$ cat src/rtl/mem_ctrl_pkg.sv
// Shared types for the data-memory access controller: size codes, FSM states, request payload.
package mem_ctrl_pkg;

  localparam int unsigned MEM_WORD_BYTES = 4;
  localparam int unsigned ADDR_W         = 32;
  localparam int unsigned DATA_W         = 32;

  typedef enum logic [2:0] {
    SZ_B  = 3'b000,
    SZ_H  = 3'b001,
    SZ_W  = 3'b010,
    SZ_BU = 3'b100,
    SZ_HU = 3'b101
  } size_e;

  typedef enum logic [1:0] {
    IDLE,
    ACCESS,
    RESP
  } state_e;

  typedef struct packed {
    logic              we;
    logic [2:0]        size;
    logic [ADDR_W-1:0] addr;
    logic [DATA_W-1:0] wdata;
  } req_t;

  // Bytes touched by a size code; 0 marks an illegal code.
  function automatic logic [2:0] size_nbytes(input logic [2:0] sz);
    case (sz)
      SZ_B, SZ_BU: size_nbytes = 3'd1;
      SZ_H, SZ_HU: size_nbytes = 3'd2;
      SZ_W:        size_nbytes = 3'(MEM_WORD_BYTES);
      default:     size_nbytes = 3'd0;
    endcase
  endfunction

endpackage

$ cat src/rtl/mem_access_ctrl_if.sv
// Requester-side handshake and response bus of mem_access_ctrl, all ports packed side by side.
interface mem_access_ctrl_if #(
  parameter int unsigned NUM_REQ = 2
);
  logic [NUM_REQ-1:0]    req_valid;
  logic [NUM_REQ-1:0]    req_ready;
  logic [NUM_REQ-1:0]    req_we;
  logic [NUM_REQ*3-1:0]  req_size;
  logic [NUM_REQ*32-1:0] req_addr;
  logic [NUM_REQ*32-1:0] req_wdata;
  logic [NUM_REQ-1:0]    rsp_valid;
  logic [31:0]           rsp_rdata;
  logic                  rsp_err;

  modport master (
    output req_valid, req_we, req_size, req_addr, req_wdata,
    input  req_ready, rsp_valid, rsp_rdata, rsp_err
  );

  modport slave (
    input  req_valid, req_we, req_size, req_addr, req_wdata,
    output req_ready, rsp_valid, rsp_rdata, rsp_err
  );
endinterface

$ cat src/rtl/rr_arbiter.sv
// Combinational round-robin arbiter: first valid port after last_grant wins.
module rr_arbiter #(
  parameter int unsigned NUM_REQ = 2,
  parameter int unsigned IDX_W   = (NUM_REQ > 1) ? $clog2(NUM_REQ) : 1
) (
  input  logic [NUM_REQ-1:0] valid_i,
  input  logic [IDX_W-1:0]   last_grant_i,
  output logic [NUM_REQ-1:0] grant_o,
  output logic [IDX_W-1:0]   idx_o
);

  logic             found;
  logic [IDX_W-1:0] cand;

  always_comb begin
    grant_o = '0;
    idx_o   = '0;
    found   = 1'b0;
    cand    = '0;
    for (int unsigned off = 1; off <= NUM_REQ; off++) begin
      cand = IDX_W'((32'(last_grant_i) + off) % NUM_REQ);
      if (!found && valid_i[cand]) begin
        found         = 1'b1;
        grant_o[cand] = 1'b1;
        idx_o         = cand;
      end
    end
  end

endmodule

$ cat src/rtl/mem_access_ctrl.sv
// Arbitrated load/store sequencer for the byte-addressed data memory (read-merge-write stores,
// load extension). Define MEM_ACCESS_MISALIGN_TRAP_EN to flag misaligned H/W accesses as errors.
module mem_access_ctrl
  import mem_ctrl_pkg::*;
#(
  parameter int unsigned NUM_REQ    = 2,
  parameter logic [31:0] ADDR_LIMIT = 32'h0001FFFF
) (
  input  logic             clk,
  input  logic             rst,
  mem_access_ctrl_if.slave bus,
  output logic             mem_we,
  output logic [31:0]      mem_a,
  output logic [31:0]      mem_wd,
  input  logic [31:0]      mem_rd
);

  localparam int unsigned IDX_W = (NUM_REQ > 1) ? $clog2(NUM_REQ) : 1;

  state_e             state_q, state_d;
  req_t               req_q, req_d;
  logic [IDX_W-1:0]   id_q, id_d, last_q, last_d, grant_idx;
  logic [NUM_REQ-1:0] grant, rsp_valid_q, rsp_valid_d;
  logic [31:0]        rsp_rdata_q, rsp_rdata_d, load_ext, store_merge;
  logic               rsp_err_q, rsp_err_d, err, misalign;
  logic [2:0]         nbytes;
  logic [32:0]        end_addr;

  rr_arbiter #(.NUM_REQ(NUM_REQ), .IDX_W(IDX_W)) u_arb (
    .valid_i      (bus.req_valid),
    .last_grant_i (last_q),
    .grant_o      (grant),
    .idx_o        (grant_idx)
  );

  // Range, size-code and (optionally) alignment check on the latched request
  always_comb begin
    nbytes   = size_nbytes(req_q.size);
    end_addr = {1'b0, req_q.addr} + 33'(nbytes) - 33'd1;
`ifdef MEM_ACCESS_MISALIGN_TRAP_EN
    misalign = ((req_q.size == SZ_H || req_q.size == SZ_HU) && req_q.addr[0]) ||
               ((req_q.size == SZ_W) && (req_q.addr[1:0] != 2'b00));
`else
    misalign = 1'b0;
`endif
    err = (nbytes == 3'd0) || (end_addr > {1'b0, ADDR_LIMIT}) || misalign;
  end

  // Load extension and store merge; untouched bytes keep their current memory value
  always_comb begin
    load_ext    = '0;
    store_merge = mem_rd;
    case (req_q.size)
      SZ_B:  load_ext = {{24{mem_rd[7]}}, mem_rd[7:0]};
      SZ_BU: load_ext = {24'd0, mem_rd[7:0]};
      SZ_H:  load_ext = {{16{mem_rd[15]}}, mem_rd[15:0]};
      SZ_HU: load_ext = {16'd0, mem_rd[15:0]};
      SZ_W:  load_ext = mem_rd;
      default: load_ext = '0;
    endcase
    case (req_q.size)
      SZ_B, SZ_BU: store_merge = {mem_rd[31:8], req_q.wdata[7:0]};
      SZ_H, SZ_HU: store_merge = {mem_rd[31:16], req_q.wdata[15:0]};
      SZ_W:        store_merge = req_q.wdata;
      default:     store_merge = mem_rd;
    endcase
  end

  always_comb begin
    state_d       = state_q;
    req_d         = req_q;
    id_d          = id_q;
    last_d        = last_q;
    rsp_valid_d   = '0;
    rsp_rdata_d   = rsp_rdata_q;
    rsp_err_d     = rsp_err_q;
    bus.req_ready = '0;
    mem_we        = 1'b0;
    mem_wd        = '0;
    unique case (state_q)
      IDLE: begin
        if (!rst) begin
          bus.req_ready = grant;
        end
        if (|grant) begin
          req_d.we    = bus.req_we[grant_idx];
          req_d.size  = bus.req_size[3*grant_idx +: 3];
          req_d.addr  = bus.req_addr[32*grant_idx +: 32];
          req_d.wdata = bus.req_wdata[32*grant_idx +: 32];
          id_d        = grant_idx;
          last_d      = grant_idx;
          state_d     = ACCESS;
        end
      end
      ACCESS: begin
        if (req_q.we) begin
          mem_we = !err;
          mem_wd = store_merge;
        end
        rsp_valid_d[id_q] = 1'b1;
        rsp_err_d         = err;
        rsp_rdata_d       = (req_q.we || err) ? 32'd0 : load_ext;
        state_d           = RESP;
      end
      RESP:    state_d = IDLE;
      default: state_d = IDLE;
    endcase
  end

  always_ff @(posedge clk or posedge rst) begin
    if (rst) begin
      state_q     <= IDLE;
      req_q       <= '0;
      id_q        <= '0;
      last_q      <= IDX_W'(NUM_REQ - 1);
      rsp_valid_q <= '0;
      rsp_rdata_q <= '0;
      rsp_err_q   <= 1'b0;
    end else begin
      state_q     <= state_d;
      req_q       <= req_d;
      id_q        <= id_d;
      last_q      <= last_d;
      rsp_valid_q <= rsp_valid_d;
      rsp_rdata_q <= rsp_rdata_d;
      rsp_err_q   <= rsp_err_d;
    end
  end

  assign mem_a         = req_q.addr;
  assign bus.rsp_valid = rsp_valid_q;
  assign bus.rsp_rdata = rsp_rdata_q;
  assign bus.rsp_err   = rsp_err_q;

endmodule

$ cat src/flat_wrapper.sv
// flat-port wrapper written by rule: the top's interface ports become plain ports
module mem_access_ctrl_flat import mem_ctrl_pkg::*;
#(
  parameter int unsigned NUM_REQ    = 2,
  parameter logic [31:0] ADDR_LIMIT = 32'h0001FFFF
)
  (clk, rst, mem_we, mem_a, mem_wd, mem_rd, bus_req_valid, bus_req_we, bus_req_size, bus_req_addr, bus_req_wdata, bus_req_ready, bus_rsp_valid, bus_rsp_rdata, bus_rsp_err);
  mem_access_ctrl_if #(.NUM_REQ(NUM_REQ)) bus_i ();
  input  logic clk;
  input  logic rst;
  output logic mem_we;
  output logic [31:0] mem_a;
  output logic [31:0] mem_wd;
  input  logic [31:0] mem_rd;
  input wire logic [$bits(bus_i.req_valid)-1:0] bus_req_valid;
  input wire logic [$bits(bus_i.req_we)-1:0] bus_req_we;
  input wire logic [$bits(bus_i.req_size)-1:0] bus_req_size;
  input wire logic [$bits(bus_i.req_addr)-1:0] bus_req_addr;
  input wire logic [$bits(bus_i.req_wdata)-1:0] bus_req_wdata;
  output wire logic [$bits(bus_i.req_ready)-1:0] bus_req_ready;
  output wire logic [$bits(bus_i.rsp_valid)-1:0] bus_rsp_valid;
  output wire logic [$bits(bus_i.rsp_rdata)-1:0] bus_rsp_rdata;
  output wire logic [$bits(bus_i.rsp_err)-1:0] bus_rsp_err;
  assign bus_i.req_valid = bus_req_valid;
  assign bus_i.req_we = bus_req_we;
  assign bus_i.req_size = bus_req_size;
  assign bus_i.req_addr = bus_req_addr;
  assign bus_i.req_wdata = bus_req_wdata;
  assign bus_req_ready = bus_i.req_ready;
  assign bus_rsp_valid = bus_i.rsp_valid;
  assign bus_rsp_rdata = bus_i.rsp_rdata;
  assign bus_rsp_err = bus_i.rsp_err;
  mem_access_ctrl #(.NUM_REQ(NUM_REQ), .ADDR_LIMIT(ADDR_LIMIT)) u_core (.clk(clk), .rst(rst), .bus(bus_i), .mem_we(mem_we), .mem_a(mem_a), .mem_wd(mem_wd), .mem_rd(mem_rd));
endmodule
$ cat config.mk
export PLATFORM = sky130hd
export DESIGN_NAME = mem_access_ctrl_flat
export DESIGN_NICKNAME = d
export VERILOG_FILES = /design/src/rtl/mem_ctrl_pkg.sv /design/src/rtl/mem_access_ctrl_if.sv /design/src/rtl/rr_arbiter.sv /design/src/rtl/mem_access_ctrl.sv /design/src/flat_wrapper.sv
export SDC_FILE = /design/constraint.sdc
export NUM_CORES = 1
export LEC_CHECK = 0
export CAP_MARGIN = 40
export CORE_MARGIN = 4
export CORE_UTILIZATION = 39
export DETAILED_ROUTE_END_ITERATION = 7
export PLACE_DENSITY = 0.78
export SLEW_MARGIN = 40
export SYNTH_ARGS = -nofsm -noshare
export SYNTH_HDL_FRONTEND = slang
export SYNTH_HIERARCHICAL = 1
export SYNTH_SLANG_ARGS = --single-unit
$ cat constraint.sdc
create_clock -name clk -period 4.4 [get_ports clk]
set_input_delay 0.44 -clock clk [delete_from_list [all_inputs] [get_ports clk]]
set_output_delay 0.44 -clock clk [all_outputs]
set_load 0.02 [all_outputs]
### Yosys cells after proc, flatten, opt, wreduce, memory -nomap -nowiden

Index checks and enable logic that the tools add are counted.

* logic and storage cells: 78
* register bits: 107
* bits of input ports: 172

* muxes and demuxes: 30
* reduce and logical (&&, ||, !) cells: 15
* multipliers: 1
* $lt $le $gt $ge: 8
* bitwise logic cells: 1
* equality and inequality tests: 6
* $add $sub $neg: 4
* shift-type cells: 3

Operators with widths (number)
* 32-bit one-hot mux with 5 select lines: 1
* 64-bit by 7-bit indexed part select with 32-bit output: 2
* 32-bit 2-to-1 mux: 3
* 32-bit one-hot mux with 3 select lines: 1
* 32-bit by 3-bit adder with 33-bit output: 1
* 33-bit by 17-bit > comparator with 1-bit output, second input constant: 1
* 33-bit by 1-bit subtractor with 33-bit output, second input constant: 1
* 1-bit 2-to-1 mux: 14
* 2-bit 2-to-1 mux: 6
* 3-bit one-hot mux with 3 select lines: 1
* 1-bit by 2-bit < comparator with 1-bit output, second input constant: 4
* 3-bit == test, second input constant: 2
* 3-bit zero test: 2
* 2-bit OR reduction: 3
* 6-bit by 4-bit indexed part select with 3-bit output: 1
* 1-bit logical AND: 4
* 2-bit one-hot mux with 2 select lines: 1
* 1-bit demux with 1-bit select: 3
* 3-bit by 1-bit == test with 1-bit output, second input constant: 1
* 3-bit by 2-bit == test with 1-bit output, second input constant: 1
* 1-bit >= comparator, second input constant: 3
* 2-bit by 1-bit multiplier with 3-bit output, first input constant: 1
* 1-bit adder, second input constant: 2
* 2-bit by 1-bit == test with 1-bit output, second input constant: 1
* other kinds (6): 8

### Logic depth before layout (Yosys ltp)

* depth in word-level cells: 11
* mapped depth: 17
* mapped depth without buffers: 14

### Cells and area by module

The synthesis kept the hierarchy.

Modules (own cells, without submodules)
* mem_access_ctrl: sequential area each 2678.8 um2, times used 1, cells each 946, area an instance 7678.6 um2
* rr_arbiter: sequential area each 0.0 um2, times used 1, cells each 4, area an instance 26.3 um2

### Least setup slack after synthesis

No wires, ideal clock.

* kind: register to output
* start point: register u_core/req_q[64] (netlist name)
* end point: output port mem_we
* buffers on the path: 3
* arrival time: 4.226 ns
* required time: 3.960 ns
* stages on the path, launching flop included: 17
* slack: -0.266 ns
* cell sequence: dfrtp_1 nor2_1 and2_1 clkbuf_1 clkinv_1 clkbuf_1 ha_1 fa_1 nor2b_1 o31ai_2 a2111o_1 a31oi_1 a21oi_1 nor4_2 nand4_2 buf_6 nor3_1

* cells in the longest elaborated chain, start to end: 10

RTL lines
* from (decl): line mem_access_ctrl.sv:21 `req_t req_q, req_d;`
* from (signal assigned): line mem_access_ctrl.sv:121 `req_q <= req_d;`
* 3-bit by 1-bit == test with 1-bit output (tied with other cells): line mem_ctrl_pkg.sv:31 `case (sz)`
* 2-bit OR reduction: line mem_ctrl_pkg.sv:31
* 3-bit one-hot mux with 3 select lines *: line mem_ctrl_pkg.sv:31
* 32-bit by 3-bit adder with 33-bit output: line mem_access_ctrl.sv:39 `end_addr = {1'b0, req_q.addr} + 33'(nbytes) - 33'd1;`
* 33-bit by 1-bit subtractor with 33-bit output: line mem_access_ctrl.sv:39
* 33-bit by 17-bit > comparator with 1-bit output: line mem_access_ctrl.sv:46 `err = (nbytes == 3'd0) || (end_addr > {1'b0, ADDR_LIMIT}) || misalign;`
* 1-bit logical OR *: line mem_access_ctrl.sv:46
* 1-bit zero test *: line mem_access_ctrl.sv:97 `mem_we = !err;`
* 1-bit 2-to-1 mux *: line mem_access_ctrl.sv:96 `if (req_q.we) begin`
* 1-bit 2-to-1 mux *: line mem_access_ctrl.sv:80 `unique case (state_q)`
* to (decl): line flat_wrapper.sv:11 `output logic mem_we;`

Mark *: on every way between the ends. The rest lies on a longest branch, timed or not.

### Worst setup path after layout

Ends and elaborated chain as after synthesis.

==> results.tsv <==
stage	metric	value	unit
yosys	average size of a mapped cell	8.11	sq um
yosys	Main synth FF type	dfrtp_1	
placement	Detail Placement HPWL	18500	um
clocking	post-cts hold buffer count	0	
global_route	Overflow after GRT	0	
pwr	Psw	3.91	mW
yosys	FFs w/ async S/R, synth	100	%
yosys	sequential area share after synthesis	34.8	%
timing	fin crit period	4190	ps
drt	number of DRC markers in iteration 0	529	
layout	area delta synth->final	40.5	%
clocking	CTS max path bufs	2	
setup_path	r2r startpoint	u_core/req_q[64]	
layout	diode count	0	
layout	fin nets	1372	
setup_path	r2r setup slk	590	ps
pwr	Seq pwr share	20.9	%
layout	register area	2680	sq um
setup_path	Max FO, Critical Path	6	
yosys	Post-synth top cells	nand2_1, a21oi_1, dfrtp_1	
layout	multi-input logic area	4430	sq um
drt	wire length per cell	17.1	um
timing	worst rel slew slack	48.0	%
drt	Post-DRT Antenna Nets	0	
min_path	worst min-delay path category	input pin to asynchronous set/reset pin	
layout	fillcell total	1768	
placement	PortBufs	273	
drt	vias per cell	5.35	
drt	total wire length	24600	um
global_route	vias in the first global route	7588	
yosys	Unique masters post-synth	69	
drt	DRC viols	0	
pwr	net switching share of the total power	50.4	%
setup_path	FF-to-FF End	u_core/bus.rsp_err	
clocking	Reg clk slew, reported paths	90	ps
setup_path	R2R depth	15	
clocking	root buffer cell	clkbuf_16	
yosys	synth top area cells	dfrtp_1, mux2i_1, a21oi_1, nand2_1, ha_1	
placement	Placer Congestion	0.932	
die	core area	19500	sq um
yosys	register bit total from synthesis	107	
timing	final worst-path cycle share	95.3	%
clocking	Sink Count	107	
global_route	largest net degree at the start of global routing	89	
timing	Hold Slack	427	ps
setup_path	Setup crit end kind	output pin	
timing	Slew Limit Fails	0	
pwr	PwrDens	717	nW/um^2
timing	Final Hold Viols	0	
drt	first drt pass iteration count	5	
die	Starting Density	39.6	%
yosys	Post-Syn Instances	950	
clocking	Clock Latency Late Sink	360	ps
clocking	CTS Buf Count	9	
yosys	synth warn	6	
status	status	finished, final reports clean	
yosys	Syn Nets	1157	
pwr	internal power	3.85	mW
timing	clock skew	10.6	ps
setup_path	CP required	3960	ps
setup_path	Critical Path Source	u_core/req_q[64]	
setup_path	Worst setup SP type	flop	
setup_path	critical path data arrival time	3750	ps
yosys	Post-Syn Area	7700	sq um
die	area of the die	22100	sq um
timing	Least-Margin Pin Slew	779	ps
yosys	share of the synthesized area in the top cell type	34.4	%
clocking	CTS tree	built	
global_route	GRT Util Overall	21.7	%
pwr	Clk pwr share	10.9	%
global_route	antenna violations before repair	0	
die	Die Height	149	um
global_route	first-pass GRT wire length	38800	um
layout	fraction of layout cells with a size suffix above 1	5.73	%
die	Rows	51	
pwr	Worst VDD drop	0.423	mV
clocking	CTS HTree Levels	3	
pwr	Tot Pwr	7.76	mW
die	die width	149	um
timing	f_max	239	MHz
setup_path	worst setup path endpoint	mem_we	
flow_run	Max-Cap Viols	0	
drt	via count	7672	
pwr	Comb pwr share	68.2	%
die	# IOs	274	
pwr	Leak Pwr	4.76	nW
yosys	most common cell in the synthesized netlist	nand2_1	
yosys	post-synth top area cell	dfrtp_1	
timing	Final setup viols	0	
setup_path	WS Path Type	flop to output pin	
yosys	EDFF count, synth	0	
power by group through the flow:
stage	clock, mW	combinational (mW)	sequential (mW)
final	0.846	5.29	1.62
after global routing	0.915	5.82	1.67
after CTS	0.877	5.20	1.63
after detailed placement	0	5.16	1.65
after global placement	0	5.07	1.63
after floorplan	0	3.83	1.55
worst min-delay path by stage:
stage	from	end	slack (ps)
final	rst	u_core/state_q[1]	430
after global routing	rst	u_core/state_q[1]	460
after CTS	rst	u_core/state_q[1]	430
after detailed placement	u_core/id_q	u_core/bus.rsp_valid[0]	420
after global placement	u_core/id_q	u_core/bus.rsp_valid[0]	410
after floorplan	u_core/id_q	u_core/bus.rsp_valid[0]	400
routing by layer:
layer	global-route usage [%]	up-vias	wire length [um]
li1	-	3732	-
met1	25.1	3619	9560
met2	37.9	274	12300
met3	6.89	47	2120
met4	7.21	0	612
met5	0	-	0
cells by family after synthesis:
group	after synthesis	synth area share, %
AOI/OAI and AO/OA	287	24.1
xor gates and xnor gates	1	0.114
adders and majority gates	35	5.78
buffers and inverters	137	8.90
DFF	107	34.8
muxes	71	9.24
and+or+nand+nor	312	17.1
what timing repair did:
item                       in CTS  in global routing
hold endpoints to repair        0                  0
pin swaps                       0                  5
buffers inserted                0                  2
setup endpoints to repair       1                  1
resized for setup               7                  7
registers in the layout, summed over array words and instances, names as in the netlist:
register and cells:
u_core/req_q 36, u_core/bus.rsp_valid 2, u_core/last_q 1, u_core/bus.rsp_rdata 32
u_core/bus.rsp_err 1, u_core/id_q 1, u_core/state_q 2, u_core/mem_a 32
cell usage in the layout (no fill, tap or decap), types with 3 or more instances in the layout:
cell type          n
dfrtp_1          105
o21ai_0           17
inv_1             47
a31oi_1            5
and2_1             6
a21oi_1          133
o31ai_2            3
mux2i_1           70
o21a_1             6
o22ai_1            3
o211ai_1           6
clkdlybuf4s50_1  272
a21o_1            28
nor2_1            90
o31ai_1           31
nand2_1          167
nand4_1            6
nor3_1             8
nand3b_1           3
clkbuf_16          9
o21bai_1           4
nand3_1            5
a211oi_1           6
nand2b_1           5
a211o_1            8
a2111o_1           3
buf_4             17
a21oi_2            4
ha_1              33
metrics by stage:
stage | utilization (%) | TNS (ps) | std cells | worst slack, ps | area (sq um)
after floorplan | - | 0 | 950 | 59.9 | 7720
after global placement | 53.8 | 0 | 1417 | 150 | 10500
after detailed placement | 53.8 | -49.0 | 1417 | -49.0 | 10500
after CTS | 55.4 | 0 | 1433 | 72.0 | 10800
after global routing | 55.6 | -35.1 | 1435 | -35.1 | 10800
final | 55.6 | 0 | 1435 | 207 | 10800
worst max-delay path, stage by stage (launching register included):
cell,delay (ps)
dfrtp_2,450
or2_2,300
ha_1,170
inv_1,50
ha_1,150
inv_1,50
fa_1,370
nor2b_1,170
o31ai_2,90
a2111o_1,460
a31oi_4,220
a21oi_2,90
nor4_2,330
nand4_2,190
nor3_4,150
buf_6,150
cell type report:
cell class	instances	share of cell area, %
inverter	49	1.72
clock inverter	6	0.601
sequential	107	24.8
clock buffer	10	2.21
timing repair buffer	292	26.7
tap	265	3.06
multi-input combinational	706	40.9
No activity file was read; power rests on OpenSTA's default activity.
